$ cat src/rtl/ctrl_sequencer_pkg.sv
// Shared types for the fetch/decode/execute sequencer:
// opcodes, instruction classes, FSM states, decoded bundle.
package ctrl_sequencer_pkg;

   localparam int WORD_SIZE = 16;

   // ALU opcodes, forwarded unchanged on alu_opcode
   localparam logic [4:0] OP_NOP  = 5'd0;
   localparam logic [4:0] OP_ADD  = 5'd1;
   localparam logic [4:0] OP_SUB  = 5'd2;
   localparam logic [4:0] OP_COMP = 5'd3;
   // Sequencer-only opcodes
   localparam logic [4:0] OP_LDI  = 5'd8;
   localparam logic [4:0] OP_JMP  = 5'd9;
   localparam logic [4:0] OP_JEQ  = 5'd10;
   localparam logic [4:0] OP_JGT  = 5'd11;
   localparam logic [4:0] OP_HALT = 5'd31;

   typedef enum logic [2:0] {
      CL_NOP, CL_ALU, CL_LDI, CL_JMP,
      CL_JEQ, CL_JGT, CL_HALT
   } op_class_t;

   typedef enum logic [2:0] {
      S_FETCH, S_DECODE, S_EXEC, S_WB, S_HALT
   } state_t;

   typedef struct packed {
      op_class_t  cls;
      logic [4:0] op;
      logic [2:0] rd;
      logic [2:0] rs1;
      logic [2:0] rs2;
      logic [7:0] imm8;
      logic       is_jump;
   } dec_t;

   function automatic logic [WORD_SIZE-1:0] sext8(
      input logic [7:0] v
   );
      return {{(WORD_SIZE-8){v[7]}}, v};
   endfunction

endpackage

$ cat src/rtl/ctrl_sequencer_decode.sv
// Combinational instruction decoder.
// Ports: instr (16-bit word) -> dec (class, fields, is_jump).
module ctrl_sequencer_decode
   import ctrl_sequencer_pkg::*;
(
   input  logic [15:0] instr,
   output dec_t        dec
);

   logic [4:0] op;

   assign op = instr[15:11];

   always_comb begin
      dec      = '0;
      dec.op   = op;
      dec.rd   = instr[10:8];
      dec.rs1  = instr[7:5];
      dec.rs2  = instr[4:2];
      dec.imm8 = instr[7:0];
      dec.cls  = CL_NOP;
      unique case (1'b1)
         (op == OP_ADD),
         (op == OP_SUB),
         (op == OP_COMP): dec.cls = CL_ALU;
         (op == OP_LDI):  dec.cls = CL_LDI;
         (op == OP_JMP):  dec.cls = CL_JMP;
         (op == OP_JEQ):  dec.cls = CL_JEQ;
         (op == OP_JGT):  dec.cls = CL_JGT;
         (op == OP_HALT): dec.cls = CL_HALT;
         default:         dec.cls = CL_NOP;
      endcase
      dec.is_jump = (dec.cls == CL_JMP) ||
                    (dec.cls == CL_JEQ) ||
                    (dec.cls == CL_JGT);
   end

endmodule

$ cat src/rtl/ctrl_sequencer.sv
// Multi-cycle fetch/decode/execute/writeback controller.
// Ports: imem req/ack fetch, regfile read A/B + write,
// ALU operands/opcode out, result/flags in, halted, ovf_sticky.
module ctrl_sequencer
   import ctrl_sequencer_pkg::*;
#(
   parameter int              PC_W     = 8,
   parameter logic [PC_W-1:0] RESET_PC = '0
) (
   input  logic                 clk,
   input  logic                 rst_n,
   output logic                 imem_req,
   output logic [PC_W-1:0]      imem_addr,
   input  logic                 imem_ack,
   input  logic [15:0]          imem_data,
   output logic [2:0]           rf_ra_addr,
   output logic [2:0]           rf_rb_addr,
   input  logic [WORD_SIZE-1:0] rf_ra_data,
   input  logic [WORD_SIZE-1:0] rf_rb_data,
   output logic                 rf_we,
   output logic [2:0]           rf_wa,
   output logic [WORD_SIZE-1:0] rf_wd,
   output logic [WORD_SIZE-1:0] alu_a,
   output logic [WORD_SIZE-1:0] alu_b,
   output logic [4:0]           alu_opcode,
   input  logic [WORD_SIZE-1:0] alu_c,
   input  logic                 alu_overflow,
   input  logic [1:0]           alu_comp_flag,
   output logic                 halted,
   output logic                 ovf_sticky
);

   state_t          state;
   logic [PC_W-1:0] pc;
   logic [15:0]     instr;
   logic            flag_eq;
   logic            flag_gt;
   logic            take;
   dec_t            d;

   ctrl_sequencer_decode u_dec (
      .instr (instr),
      .dec   (d)
   );

   assign imem_addr  = pc;
   assign rf_ra_addr = d.rs1;
   assign rf_rb_addr = d.rs2;

   assign take = (d.cls == CL_JMP) ||
                 ((d.cls == CL_JEQ) && flag_eq) ||
                 ((d.cls == CL_JGT) && flag_gt);

   // imem_req is registered: it rises on every transition
   // into FETCH, so only the first fetch after reset pays
   // one idle cycle while the request comes up.
   always_ff @(posedge clk) begin
      if (!rst_n) begin
         state      <= S_FETCH;
         pc         <= RESET_PC;
         instr      <= '0;
         flag_eq    <= 1'b0;
         flag_gt    <= 1'b0;
         imem_req   <= 1'b0;
         rf_we      <= 1'b0;
         rf_wa      <= '0;
         rf_wd      <= '0;
         alu_a      <= '0;
         alu_b      <= '0;
         alu_opcode <= '0;
         halted     <= 1'b0;
         ovf_sticky <= 1'b0;
      end else begin
         rf_we <= 1'b0;
         unique case (state)
            S_FETCH: begin
               if (imem_req && imem_ack) begin
                  instr    <= imem_data;
                  pc       <= pc + PC_W'(1);
                  imem_req <= 1'b0;
                  state    <= S_DECODE;
               end else begin
                  imem_req <= 1'b1;
               end
            end
            S_DECODE: begin
               unique case (1'b1)
                  d.is_jump: begin
                     if (take) pc <= PC_W'(d.imm8);
                     imem_req <= 1'b1;
                     state    <= S_FETCH;
                  end
                  (d.cls == CL_ALU): begin
                     alu_a      <= rf_ra_data;
                     alu_b      <= rf_rb_data;
                     alu_opcode <= d.op;
                     state      <= S_EXEC;
                  end
                  (d.cls == CL_LDI): state <= S_WB;
                  (d.cls == CL_HALT): begin
                     halted <= 1'b1;
                     state  <= S_HALT;
                  end
                  default: begin
                     imem_req <= 1'b1;
                     state    <= S_FETCH;
                  end
               endcase
            end
            S_EXEC: state <= S_WB;
            S_WB: begin
               if (d.cls == CL_LDI) begin
                  rf_we <= 1'b1;
                  rf_wa <= d.rd;
                  rf_wd <= sext8(d.imm8);
               end else if (d.op == OP_COMP) begin
                  flag_eq <= alu_comp_flag[0];
                  flag_gt <= alu_comp_flag[1];
               end else begin
                  rf_we      <= 1'b1;
                  rf_wa      <= d.rd;
                  rf_wd      <= alu_c;
                  ovf_sticky <= ovf_sticky | alu_overflow;
               end
               imem_req <= 1'b1;
               state    <= S_FETCH;
            end
            S_HALT: begin
               halted   <= 1'b1;
               imem_req <= 1'b0;
            end
            default: state <= S_FETCH;
         endcase
      end
   end

endmodule

$ cat config.mk
export PLATFORM = sky130hd
export DESIGN_NAME = ctrl_sequencer
export DESIGN_NICKNAME = d
export VERILOG_FILES = /design/src/rtl/ctrl_sequencer_pkg.sv /design/src/rtl/ctrl_sequencer_decode.sv /design/src/rtl/ctrl_sequencer.sv
export SDC_FILE = /design/constraint.sdc
export NUM_CORES = 1
export LEC_CHECK = 0
export CORE_MARGIN = 4
export CORE_UTILIZATION = 47
export CTS_CLUSTER_SIZE = 20
export DETAILED_ROUTE_END_ITERATION = 8
export PLACE_DENSITY_LB_ADDON = 0.12
export SYNTH_ARGS = -nofsm -noshare
export SYNTH_HDL_FRONTEND = slang
export SYNTH_SLANG_ARGS = --single-unit
$ cat constraint.sdc
create_clock -name clk -period 5 [get_ports clk]
set_clock_uncertainty 0.2 [all_clocks]
set_input_delay 1.25 -clock clk [delete_from_list [all_inputs] [get_ports clk]]
set_output_delay 1.25 -clock clk [all_outputs]
set_load 0.03 [all_outputs]
After elaboration in Yosys (flattened, before gate mapping)

Index checks and enable logic that the tools add are counted.

Flip-flop bits (word level): 89
Bits of input ports: 70
Output and inout bits: 74
Logic and storage cells: 85

Add/sub/neg operators: 1
Equal/unequal tests: 24
Mux-type cells: 19
Bitwise gates (word level): 4
Reductions and logical operators: 23

Operator list:

| operator                                      | number |
|---|---|
| 2-to-1 mux 16 bit                             | 2 |
| 2-to-1 mux 8 bit                              | 3 |
| == test 5 x 4 -> 1 bit, second input constant | 4 |
| case mux 3 bit (6 select lines)               | 1 |
| case mux 8 bit (2 select lines)               | 1 |
| AND reduction 2 bit                           | 7 |
| == test 3 x 2 -> 1 bit, second input constant | 4 |
| == test 3 bit, second input constant          | 4 |
| != test 2 bit, second input constant          | 6 |
| case mux 3 bit (4 select lines)               | 1 |
| == test 5 x 2 -> 1 bit, second input constant | 2 |
| 2-to-1 mux 3 bit                              | 3 |
| case mux 3 bit (3 select lines)               | 1 |
| adder 8 x 1 -> 8 bit, second input constant   | 1 |
| == test 3 x 1 -> 1 bit, second input constant | 2 |
| AND reduction 3 bit                           | 2 |
| OR reduction 3 bit                            | 2 |
| == test 5 x 1 -> 1 bit, second input constant | 1 |
| == test 5 bit, second input constant          | 1 |
| 2-to-1 mux 1 bit                              | 5 |
| logical OR 1 bit                              | 4 |
| case mux 1 bit (4 select lines)               | 1 |
| AND reduction 4 bit                           | 1 |
| nonzero test 2 bit                            | 2 |
| 6 further kinds                               | 10 |

Longest topological paths before layout

Depth in word-level cells: 10
Gate-level depth with buffers: 8
Mapped depth without buffers: 5

Cells and area by module

From an unflattened synthesis, not the netlist that was laid out.

Cells, all modules: 476
Area, all modules: 3,947.5 um^2

Modules (own cells, without submodules):

| module                | instances | cells an instance | area each (um^2) | seq. area each (um^2) |
|---|---|---|---|---|
| ctrl_sequencer        | 1         | 443               | 3,716.1          | 1,781.7 |
| ctrl_sequencer_decode | 1         | 33                | 231.5            | 0.0 |

Worst setup path before layout

No wires, ideal clock.

Kind: input to register
Start: input port imem_ack
End: register pc[1] (netlist: imem_addr[1])
Setup time: 0.091 ns
Arrival: 2.281 ns
Data required time: 4.709 ns
Path slack: 2.428 ns
Cell stages on the path: 5
Path buffers: 1
Cell sequence: nand2_1 > nor4_1 > buf_2 > nor3_1 > a311oi_1

Cells in the longest elaborated chain, start to end: 3

Ends and longest elaborated chain:

| element                              | RTL line             | source |
|---|---|---|
| from (decl)                          | ctrl_sequencer.sv:14 | `input logic imem_ack,` |
| logical AND 1 bit                    | ctrl_sequencer.sv:77 | `if (imem_req && imem_ack) begin` |
| != test 2 bit (no source line)       | -                    |  |
| AND reduction 4 bit (no source line) | -                    |  |
| to (signal assigned)                 | ctrl_sequencer.sv:79 | `pc <= pc + PC_W'(1);` |
| to (signal assigned)                 | ctrl_sequencer.sv:89 | `if (take) pc <= PC_W'(d.imm8);` |
| to (decl)                            | ctrl_sequencer.sv:34 | `logic [PC_W-1:0] pc;` |

No other way between the ends.
A chain may end at the register's enable or synchronous reset.

Final worst setup path

Start: input port imem_ack
End: register pc[4] (netlist: imem_addr[4])

The elaborated chain is that of the path after synthesis.

==> metrics.txt <==
CTS Hold Bufs=0; Syn Area/Cell=8.01 µm²; die height=95.9 µm; CP max stage delay=790 ps; Core ar.=7370 µm²; grt total ovfl=0; Critical Path AT=3150 ps; Req. time, crit path=5100 ps; Critical Path Sink Type=register; Max VDD drop=153 µV; final core utilization=70.9%; Sink Count=89; Rows=31; RSZ-0062 raised after global routing=false; Avg WL per Cell=15.1 µm; fin nets=641; CTS H-Tree Depth=3; max-cap violation count=0; hold depth=2; DRT Wirelength=10.1 mm; share of cells above drive strength 1=4.87%; Worst R2R Path Depth=4; r2r setup slk=2160 ps; Top FF cell, synth=dfxtp_1; Yosys top cell area share=49.1%; Final min period=3050 ps; hpwl dp=7.13 mm; Layout fillers=597; EDFF count, synth=0; crit-path cells=clkdlybuf4s50_1 -> nand2_1 -> or4_1 -> a221oi_1 -> a31o_2; worst-margin pin slew=1240 ps; GRT Total Usage=21.9%; Worst R2R End=alu_a[9]; die area=9190 µm²; clk buf depth=2; cell taking the most area after synthesis=dfxtp_1; Worst setup SP type=primary input; R2R Path Start=instr[12]; Worst Path Max Fanout=21; antenna violations before repair=0; final setup vio count=0; Vias/cell=5.32; Cell variety after synth=44; number of global-route vias before repair=3289; I/O Buffers=143; Synth area leaders=dfxtp_1 49%, nand2_1 14%, a21oi_1 9.4%; Post-Synthesis Cells=453; syn nets=524; Setup WS pre-CTS=1600 ps; ANT cells=0; hold_sp=alu_a[11]; end of the worst hold path=alu_a[11]; DRC viols=0; Worst-Skew Late Latency=350 ps; GP Congestion=0.839; fmax=0.328 GHz; sequential area share after synthesis=49.1%; synthesis-stage register bit count=89; via count=3587; Crit. path cell count=5; Root Buffer=clkbuf_8; First-pass DRT Iterations=5; Final Cell Area=5220 µm²; Top-Level Pins=144; Setup WS post-layout=1950 ps; CP top delay family=simple AND/OR/NAND/NOR gates; Placed Cells incl. Taps=658; Rel. slew slack=17.4%; CTS tree=done; total power=1.40 mW; Tcrit/Tclk final=61.0%; CP max-delay cell=or4_1; Post-DRT Antenna Nets=0; Cell Count, Final, Fillers Out=674; dpl cell area=5020 µm²; Clock Pin Slew Worst Setup and Hold Paths=80 ps; post-synthesis async set-or-reset flop share=0%; Setup CP Type=primary input to register; Synth Cell Area=3630 µm²; yosys warns=0; outcome=finished clean; TritonCTS buffer count=9; Syn-to-layout area delta=43.9%; CP Buf/Inv Count=1; Lkg Pwr=1.82 nW; Pins Over Slew Limit=0; Initial Util=49.3%; global-route wire length before repair=15.7 mm; post-CTS sizing=0; chip width=95.9 µm; Hold WS=257 ps; Fin. Hold Viols=0; Fin Setup TNS=0 ps; setup bufs post-CTS=0; iteration-0 DRC count of the detailed router=171; Pwr per Cell Area=269 nW/µm²; largest net degree at the start of global routing=43; hold crit path type=register to register
## worst reg2reg max path: cells and delay by family (launching register included)
kind / cells / cell delay [ps]
and+or+nand+nor: 3 / 1980
DFF: 1 / 420
AOI/OAI and AO/OA: 1 / 190
## cells by family after synthesis
kind of cell	Yosys count	synth area share, %
AOI/OAI and AO/OA	113	18.3
adders and majority gates	1	0.345
buffers and inverters	45	6.45
DFF	89	49.1
and+or+nand+nor	199	24.2
muxes	6	1.65
## cells in the final DEF, fill, tap and decap left out, types with 3 or more instances in the layout
cell type        netlist  layout
a21oi_1               68      68
a311oi_1               8       8
a31oi_1                6       5
and2_1                 3       3
and3_1                 5       5
buf_4                  7       6
clkbuf_8               0      11
clkdlybuf4s50_1        0     143
dfxtp_1               89      89
mux2i_1                6       6
nand2_1              132     132
nand3_1               11      11
nand3b_1               3       3
nand4_1                3       3
nor2_1                20      20
nor3_1                 3       3
nor3b_1                3       3
nor4_1                 4       3
o21ai_0               12      12
o22ai_1                3       3
o32ai_1                3       3
or3_1                  3       3
## per-layer routing
| metal | wire length [µm] | GRT usage, % | vias up |
|---|---|---|---|
| met5 | 0 | 0 | - |
| met4 | 189 | 7.94 | 0 |
| met3 | 875 | 5.47 | 17 |
| met2 | 4820 | 35.1 | 142 |
| met1 | 4260 | 28.6 | 1644 |
| li1 | - | - | 1784 |
## flip-flops by register name (all words and copies together) (netlist names)
name        count
alu_opcode      5
imem_addr       8
ovf_sticky      1
alu_b          16
rf_wa           3
rf_we           1
instr          16
flag_gt         1
alu_a          16
flag_eq         1
rf_wd          16
halted          1
imem_req        1
state           3
## how the worst max path moves through the flow
stage          slack [ps]            to         start
5_1_grt              1870      alu_a[9]     instr[11]
2_1_floorplan        2430  imem_addr[1]      imem_ack
6_report             1950  imem_addr[4]      imem_ack
4_1_cts              1970  imem_addr[3]  imem_addr[3]
3_3_place_gp         1650  imem_addr[4]      imem_ack
3_5_place_dp         1600  imem_addr[4]      imem_ack
## final cells by class
cell class | count | area, µm² | share of cell area (%)
inverter | 2 | 7.51 | 0.144
clock buffer | 12 | 155 | 2.97
tap | 99 | 124 | 2.37
timing repair buffer | 149 | 1480 | 28.3
sequential | 89 | 1780 | 34.1
multi-input combinational | 319 | 1630 | 31.1
clock inverter | 4 | 51.3 | 0.982
## synthesized netlist by cell type (2+ instances only)
library cell	count
a21oi_1	68
a311oi_1	8
a31oi_1	6
and2_1	3
and3_1	5
and4_1	2
buf_2	13
buf_4	7
buf_6	3
clkbuf_1	19
dfxtp_1	89
mux2i_1	6
nand2_1	132
nand3_1	11
nand3b_1	3
nand4_1	3
nor2_1	20
nor2b_1	2
nor3_1	3
nor3b_1	3
nor4_1	4
o21a_1	2
o21ai_0	12
o22a_1	2
o22ai_1	3
o31ai_1	2
o32ai_1	3
or3_1	3
## power by group
| group | internal, mW | switching (mW) |
|---|---|---|
| sequential | 0.721 | 0.0170 |
| clock | 0.258 | 0.243 |
| combinational | 0.0837 | 0.0817 |
No activity file was read; power rests on OpenSTA's default activity.
